`config.mk`:
```
export PLATFORM = sky130hd
export DESIGN_NAME = scan_sequencer_flat
export DESIGN_NICKNAME = d
export VERILOG_FILES = /design/src/rtl/scan_pkg.sv /design/src/rtl/scan_sequencer_if.sv /design/src/rtl/scan_sequencer_next_set_finder.sv /design/src/rtl/scan_sequencer.sv /design/src/flat_wrapper.sv
export SDC_FILE = /design/constraint.sdc
export NUM_CORES = 1
export LEC_CHECK = 0
export ABC_AREA = 1
export BUFFER_PORTS_ARGS = -buffer_cell sky130_fd_sc_hd__buf_2
export CORE_UTILIZATION = 31
export CTS_CLUSTER_DIAMETER = 40
export DETAILED_ROUTE_END_ITERATION = 7
export GPL_TIMING_DRIVEN = 0
export PLACE_DENSITY = 0.54
export REMOVE_ABC_BUFFERS = 1
export SLEW_MARGIN = 20
export SYNTH_ARGS = -nofsm -noshare
export SYNTH_HDL_FRONTEND = slang
export SYNTH_HIERARCHICAL = 1
export SYNTH_SLANG_ARGS = --single-unit
```
`constraint.sdc`:
```
create_clock -name clk_i -period 6.85 [get_ports clk_i]
set_input_delay 0.685 -clock clk_i [delete_from_list [all_inputs] [get_ports clk_i]]
set_output_delay 0.685 -clock clk_i [all_outputs]
set_load 0.03 [all_outputs]
```
`src/rtl/scan_pkg.sv`:
```
// Shared types and default sizing for the channel scan sequencer.
package scan_pkg;

    localparam int DEF_SIZE   = 5;
    localparam int DEF_HOLD_W = 8;

    typedef enum logic {
        IDLE = 1'b0,
        SCAN = 1'b1
    } state_e;

endpackage

```
`src/rtl/scan_sequencer_if.sv`:
```
// Control/status bundle between a scan controller and the scan sequencer.
interface scan_sequencer_if
    import scan_pkg::*;
#(
    parameter int SIZE   = DEF_SIZE,
    parameter int HOLD_W = DEF_HOLD_W
);

    logic                 start_i;
    logic                 stop_i;
    logic [2**SIZE-1:0]   mask_i;
    logic [HOLD_W-1:0]    hold_i;
    logic                 cont_i;
    logic [SIZE-1:0]      idx_o;
    logic                 valid_o;
    logic                 busy_o;
    logic                 done_o;

    modport master (
        output start_i, stop_i, mask_i, hold_i, cont_i,
        input  idx_o, valid_o, busy_o, done_o
    );

    modport slave (
        input  start_i, stop_i, mask_i, hold_i, cont_i,
        output idx_o, valid_o, busy_o, done_o
    );

endinterface

```
`src/rtl/scan_sequencer_next_set_finder.sv`:
```
// Combinational search of a channel mask: next set bit above an index, and lowest set bit.
module next_set_finder
    import scan_pkg::*;
#(
    parameter int SIZE = DEF_SIZE
) (
    input  logic [2**SIZE-1:0] mask_i,
    input  logic [SIZE-1:0]    cur_i,
    output logic [SIZE-1:0]    next_o,
    output logic               found_o,
    output logic [SIZE-1:0]    low_o
);

    // Descending scan: the final hit is the smallest qualifying index.
    always_comb begin
        next_o  = '0;
        found_o = 1'b0;
        low_o   = '0;
        for (int i = 2**SIZE - 1; i >= 0; i--) begin
            if (mask_i[i]) begin
                low_o = SIZE'(i);
                if (SIZE'(i) > cur_i) begin
                    next_o  = SIZE'(i);
                    found_o = 1'b1;
                end
            end
        end
    end

endmodule

```
`src/rtl/scan_sequencer.sv`:
```
// Steps a channel index through the enabled bits of a latched mask, dwelling hold+1 cycles on each.
module scan_sequencer
    import scan_pkg::*;
#(
    parameter int SIZE   = DEF_SIZE,
    parameter int HOLD_W = DEF_HOLD_W
) (
    input  logic             clk_i,
    input  logic             rst_i,
    scan_sequencer_if.slave  bus
);

    localparam int N = 2**SIZE;

    state_e            state_q, state_d;
    logic [SIZE-1:0]   idx_q, idx_d;
    logic              valid_q, valid_d;
    logic              busy_q, busy_d;
    logic              done_q, done_d;
    logic [HOLD_W-1:0] cnt_q, cnt_d;
    logic [N-1:0]      mask_q, mask_d;
    logic [HOLD_W-1:0] hold_q, hold_d;
    logic              cont_q, cont_d;

    logic [N-1:0]      find_mask;
    logic [SIZE-1:0]   next_idx;
    logic              next_found;
    logic [SIZE-1:0]   low_idx;

    // In IDLE the live mask is searched so the first index is ready on the start edge.
    assign find_mask = (state_q == IDLE) ? bus.mask_i : mask_q;

    next_set_finder #(.SIZE(SIZE)) u_finder (
        .mask_i  (find_mask),
        .cur_i   (idx_q),
        .next_o  (next_idx),
        .found_o (next_found),
        .low_o   (low_idx)
    );

    always_comb begin
        state_d = state_q;
        idx_d   = idx_q;
        valid_d = 1'b0;
        busy_d  = 1'b0;
        done_d  = 1'b0;
        cnt_d   = cnt_q;
        mask_d  = mask_q;
        hold_d  = hold_q;
        cont_d  = cont_q;
        unique case (state_q)
            IDLE: begin
                cnt_d = '0;
                if (bus.start_i) begin
                    mask_d = bus.mask_i;
                    hold_d = bus.hold_i;
                    cont_d = bus.cont_i;
                    if (|bus.mask_i) begin
                        state_d = SCAN;
                        idx_d   = low_idx;
                        valid_d = 1'b1;
                        busy_d  = 1'b1;
                    end else begin
                        done_d = 1'b1;
                    end
                end
            end
            SCAN: begin
                valid_d = 1'b1;
                busy_d  = 1'b1;
                // Stop outranks a coincident dwell end, so the index is left untouched.
                if (bus.stop_i) begin
                    state_d = IDLE;
                    valid_d = 1'b0;
                    busy_d  = 1'b0;
                    done_d  = 1'b1;
                    cnt_d   = '0;
                end else if (cnt_q == hold_q) begin
                    cnt_d = '0;
                    if (next_found) begin
                        idx_d = next_idx;
                    end else if (cont_q) begin
                        idx_d = low_idx;
                    end else begin
                        state_d = IDLE;
                        valid_d = 1'b0;
                        busy_d  = 1'b0;
                        done_d  = 1'b1;
                    end
                end else begin
                    cnt_d = cnt_q + HOLD_W'(1);
                end
            end
            default: state_d = IDLE;
        endcase
    end

    always_ff @(posedge clk_i) begin
        if (rst_i) begin
            state_q <= IDLE;
            idx_q   <= '0;
            valid_q <= 1'b0;
            busy_q  <= 1'b0;
            done_q  <= 1'b0;
            cnt_q   <= '0;
            mask_q  <= '0;
            hold_q  <= '0;
            cont_q  <= 1'b0;
        end else begin
            state_q <= state_d;
            idx_q   <= idx_d;
            valid_q <= valid_d;
            busy_q  <= busy_d;
            done_q  <= done_d;
            cnt_q   <= cnt_d;
            mask_q  <= mask_d;
            hold_q  <= hold_d;
            cont_q  <= cont_d;
        end
    end

    assign bus.idx_o   = idx_q;
    assign bus.valid_o = valid_q;
    assign bus.busy_o  = busy_q;
    assign bus.done_o  = done_q;

endmodule

```
`src/flat_wrapper.sv`:
```
// flat-port wrapper written by rule: the top's interface ports become plain ports
module scan_sequencer_flat import scan_pkg::*;
#(
    parameter int SIZE   = DEF_SIZE,
    parameter int HOLD_W = DEF_HOLD_W
)
  (clk_i, rst_i, bus_start_i, bus_stop_i, bus_mask_i, bus_hold_i, bus_cont_i, bus_idx_o, bus_valid_o, bus_busy_o, bus_done_o);
  scan_sequencer_if #(.SIZE(SIZE), .HOLD_W(HOLD_W)) bus_i ();
  input  logic clk_i;
  input  logic rst_i;
  input wire logic [$bits(bus_i.start_i)-1:0] bus_start_i;
  input wire logic [$bits(bus_i.stop_i)-1:0] bus_stop_i;
  input wire logic [$bits(bus_i.mask_i)-1:0] bus_mask_i;
  input wire logic [$bits(bus_i.hold_i)-1:0] bus_hold_i;
  input wire logic [$bits(bus_i.cont_i)-1:0] bus_cont_i;
  output wire logic [$bits(bus_i.idx_o)-1:0] bus_idx_o;
  output wire logic [$bits(bus_i.valid_o)-1:0] bus_valid_o;
  output wire logic [$bits(bus_i.busy_o)-1:0] bus_busy_o;
  output wire logic [$bits(bus_i.done_o)-1:0] bus_done_o;
  assign bus_i.start_i = bus_start_i;
  assign bus_i.stop_i = bus_stop_i;
  assign bus_i.mask_i = bus_mask_i;
  assign bus_i.hold_i = bus_hold_i;
  assign bus_i.cont_i = bus_cont_i;
  assign bus_idx_o = bus_i.idx_o;
  assign bus_valid_o = bus_i.valid_o;
  assign bus_busy_o = bus_i.busy_o;
  assign bus_done_o = bus_i.done_o;
  scan_sequencer #(.SIZE(SIZE), .HOLD_W(HOLD_W)) u_core (.clk_i(clk_i), .rst_i(rst_i), .bus(bus_i));
endmodule
```
# Word-level counts from Yosys, hierarchy flattened
# Cells that the tools add are included.
[classes]
muxes = 185
n_reduce_logical = 3
bitwise_logic = 1
n_eq_ne = 6
n_addsub = 1
n_lt_le_gt_ge = 32
[ops]
columns = ["cell", "count"]
rows = [
  ["5-bit two-way mux", 102],
  ["5-bit > comparator, first input constant", 16],
  ["1-bit two-way mux", 76],
  ["4-bit by 5-bit > comparator with 1-bit output, first input constant", 8],
  ["32-bit two-way mux", 1],
  ["32-bit OR reduction", 1],
  ["3-bit by 5-bit > comparator with 1-bit output, first input constant", 4],
  ["8-bit two-way mux", 2],
  ["8-bit case mux with 2 select lines", 1],
  ["1-bit by 5-bit > comparator with 1-bit output, first input constant", 2],
  ["2-bit by 5-bit > comparator with 1-bit output, first input constant", 2],
  ["5-bit case mux with 2 select lines", 1],
  ["8-bit by 1-bit adder with 8-bit output, second input constant", 1],
  ["8-bit == test", 1],
  ["2-bit != test, second input constant", 4],
  ["5-bit AND reduction", 1],
  ["1-bit case mux with 2 select lines", 2],
  ["3-bit != test, second input constant", 1],
  ["2-bit AND reduction", 1],
  ["1-bit inverter", 1],
]
[word_totals]
output_inout_bits = 8
ff_bits = 56
elab_cells = 235
input_bits = 45

# Longest topological paths before layout
[depth]
word_depth = 69
ltp_mapped = 37
mapped_depth_nobuf = 36

# Hierarchy
# Netlist, hierarchy kept.
[by_module_without_submodules]
columns = ["mod", "instances", "area_per_inst_um2", "cells_per_inst", "seq_area_each_um2"]
rows = [
  ["scan_sequencer", 1, 2706.3, 394, 1121.1],
  ["next_set_finder", 1, 1176.1, 268, 0.0],
]

# Worst setup path after synthesis
# OpenSTA, ideal clock, no wires.
[synth_path]
path_type = "flip-flop to flip-flop"
start = "register u_core/bus.busy_o (netlist name)"
end = "register u_core.idx_q[0] (netlist: u_core/bus.idx_o[0])"
path_stages_with_launch = 36
path_slack_ns = 3.745
period_less_slack_ns = 3.105
n_path_buf = 1
required_ns = 6.735
setup_ns = 0.115
arrival_ns = 2.990
cell_sequence = "dfxtp_1 inv_2 clkbuf_1 o21ai_0 o21ai_0 nand2_1 nand2_1 nand2_1 nand2_1 nand2_1 nand2_1 nand2_1 nand2_1 nand2_1 nand2_1 nand2_1 nand2_1 nand2_1 nand2_1 nand2_1 nand2_1 nand2_1 nand2_1 nand2_1 nand2_1 nand2_1 nand2_1 nand2_1 nand2_1 nand2_1 nand2_1 nand2_1 a21oi_1 mux2_2 a21oi_1 nor2_1"
[synth_lines]
columns = ["item", "line_no", "rtl"]
rows = [
  ["end signal, assigned", "scan_sequencer.sv:111", "idx_q <= idx_d;"],
  ["end, declared", "scan_sequencer.sv:16", "logic [SIZE-1:0] idx_q, idx_d;"],
]

==> flow_summary.yaml <==
synth:
  synth.avg_cell_area_um2: 5.86
  ys_seq_area_share_pct: 28.9
  yosys.area.top_type_share_pct: 28.9
  synth_cell_types: 39
  ys_top_cells_by_area: "dfxtp_1, nand2_1, o21ai_0"
  synth_seq_cells: 56
  yosys_warnings: 6
  yosysTopAreaCell: "dfxtp_1"
  syn_inst: 662
  syn_area_mm2: 0.00388
job:
  cap_violations: 0
finish:
  final_layout_size_suffix_gt1_share_pct: 12.1
  num-nets-final: 745
  stdcell_area_mm2: 0.00440
  most-common-layout-cells: "nand2_1, nor2_1, inv_1, o21ai_0, dfxtp_1"
  fin_cells: 868
  syn_to_final_growth_pct: 13.3
  mostFrequentLayoutCell: "nand2_1"
  diodes: 0
  final_core_util_pct: 36.3
min_path:
  hold_end: "u_core/mask_q[0]"
  hold_class: "reg -> reg"
  hold-path-cell-count: 2
  min_from: "u_core/mask_q[0]"
floorplan:
  die-area_mm2: 0.0130
  dieWidth_um: 114
  row_count: 40
  initial_utilization_pct: 32.1
  ios: 53
  dieHeight_um: 114
  core_mm2: 0.0121
clock_network:
  cts.sinks: 56
  cts_buffers: 5
  cts_buffer_depth: 2
  htreeDepth: 2
  cts_hold_buf: 0
  postCtsSetupBuffers: 0
  clk_latency_ns: 0.30
  clk_pin_slew_ns: 0.08
  post_cts_resize_count: 0
  tritoncts: "yes"
  root_buffer: "clkbuf_16"
timing:
  worstMarginPinSlew_ns: 0.935
  setup_slack_ns: 3.13
  post-route-min-period_ns: 3.72
  grt_setup_unrepaired: "no"
  timing.final.crit_share_pct: 54.3
  fin_setup_tns_ns: 0
  final_hold_viol_count: 0
  fmaxAchievable_mhz: 269
  relSlewSlack_pct: 37.5
  whs_ns: 0.450
  finalMaxSlewViolations: 0
  clock_skew_ns: 0.00615
  setup_viol: 0
power:
  p_per_area_mw_per_mm2: 210
  finalPower_mw: 0.923
  ir_drop_mv: 0.107
  p_leak_nw: 2.04
setup_path:
  crit_required_ns: 7.05
  critPathMaxStageDelay_ns: 0.72
  rrSetupSlack_ns: 3.13
  cp-end-kind: "flop"
  reg2reg_depth: 35
  arrival_ns: 3.92
  reg2reg_to: "u_core/bus.idx_o[0]"
  slowest_stage: "inv_2"
  start_kind: "flop"
  path_common_cell: "nand2_1"
  r2r_start: "u_core/bus.busy_o"
  crit_type: "reg -> reg"
  crit_fanout: 63
global_routing:
  antenna_found_initial: 0
  grt_max_degree: 74
  gr-total-overflow: 0
  grt_first_pass_wirelength_um: 17600
  grt_use_total_pct: 16.7
  grt_pass1_vias: 3878
routing:
  dr.pass1.iters: 4
  antenna_left: 0
  finalWirelength_um: 10200
  vias: 4061
  routedWlPerCell_um: 11.7
  drt_iter0_drc: 229
  routed_via_density: 4.68
  drt_drc_violations_left: 0
placement:
  dpl_cell_area_mm2: 0.00425
  hpwl_um: 7730
  pre_cts_slack_ns: 3.08
  dp_cells: 860
  portBuffers: 52
  gp_congestion: 0.871
status:
  status: "completed"
## flip-flops by register name, summed over array words and instances, names as in the netlist
| name | count |
|---|---|
| u_core/cont_q | 1 |
| u_core/mask_q | 32 |
| u_core/cnt_q | 8 |
| u_core/bus.busy_o | 1 |
| u_core/bus.idx_o | 5 |
| u_core/hold_q | 8 |
| u_core/bus.done_o | 1 |
## logic make-up after synthesis
kind of cell	Yosys count	synth area share, %
buffers and inverters	126	12.8
AND/OR/NAND/NOR	317	34.0
AO/OA/AOI/OAI	148	20.6
flip-flops	56	28.9
multiplexers	5	1.45
adder cells (fa/ha/maj)	1	0.322
XOR/XNOR	9	2.03
## critical path: cells and delay by family, from the launching register on
kind / cells / cell delay, ns
flip-flops: 1 / 0.40
buffers and inverters: 2 / 0.87
multiplexers: 1 / 0.27
AO/OA/AOI/OAI: 4 / 0.65
AND/OR/NAND/NOR: 28 / 1.42
## final cells by class
cell class,count,area [um2]
clock buffer,5,125
tap,168,210
clock inverter,3,27.5
fill,1369,7710
sequential,56,1120
multi-input combinational,480,2260
timing repair buffer,52,260
inverter,104,392
## worst max path at each step
stage | endpoint | startpoint | cells after the start | slack [ns]
finish | u_core/bus.idx_o[0] | u_core/bus.busy_o | 35 | 3.13
global route | u_core/bus.idx_o[0] | u_core/bus.busy_o | 35 | 2.51
floorplan | u_core/bus.idx_o[0] | u_core/bus.busy_o | 34 | 3.33
global placement | u_core/bus.idx_o[0] | u_core/bus.busy_o | 35 | 3.10
detailed placement | u_core/bus.idx_o[0] | u_core/bus.busy_o | 35 | 3.08
CTS | u_core/bus.idx_o[0] | u_core/bus.busy_o | 35 | 3.03
## per-layer routing
metal	wire, um	global-route usage [%]	vias up	part of all wire (%)
met1	5020	21.6	1792	49
met2	4510	28.1	82	44
met4	155	5.02	0	1.5
met5	0	0	-	0
li1	-	-	2172	-
met3	472	3.24	15	4.6
## power breakdown
part	switching, mW	leakage, nW	total, mW	internal [mW]
clock	0.136	0.0719	0.276	0.139
sequential	0.0203	0.462	0.371	0.351
combinational	0.183	1.51	0.276	0.0936
total	0.339	2.04	0.923	0.584
## Yosys cell counts, drive strengths merged
library cell	count
clkinv	2
o2111ai	3
nor3	10
nand2	175
ha	1
a21boi	3
nor3b	1
o21a	1
a31oi	4
dfxtp	56
mux2	5
clkbuf	12
or2	1
a311oi	1
nand3	23
o21ai	80
a211oi	3
nand4	6
inv	102
xnor2	8
xor2	1
nor4	2
o21bai	1
a21oi	48
o31ai	2
o211ai	2
nor2	99
buf	10
Note: power is estimated with default switching activity, not from simulation.
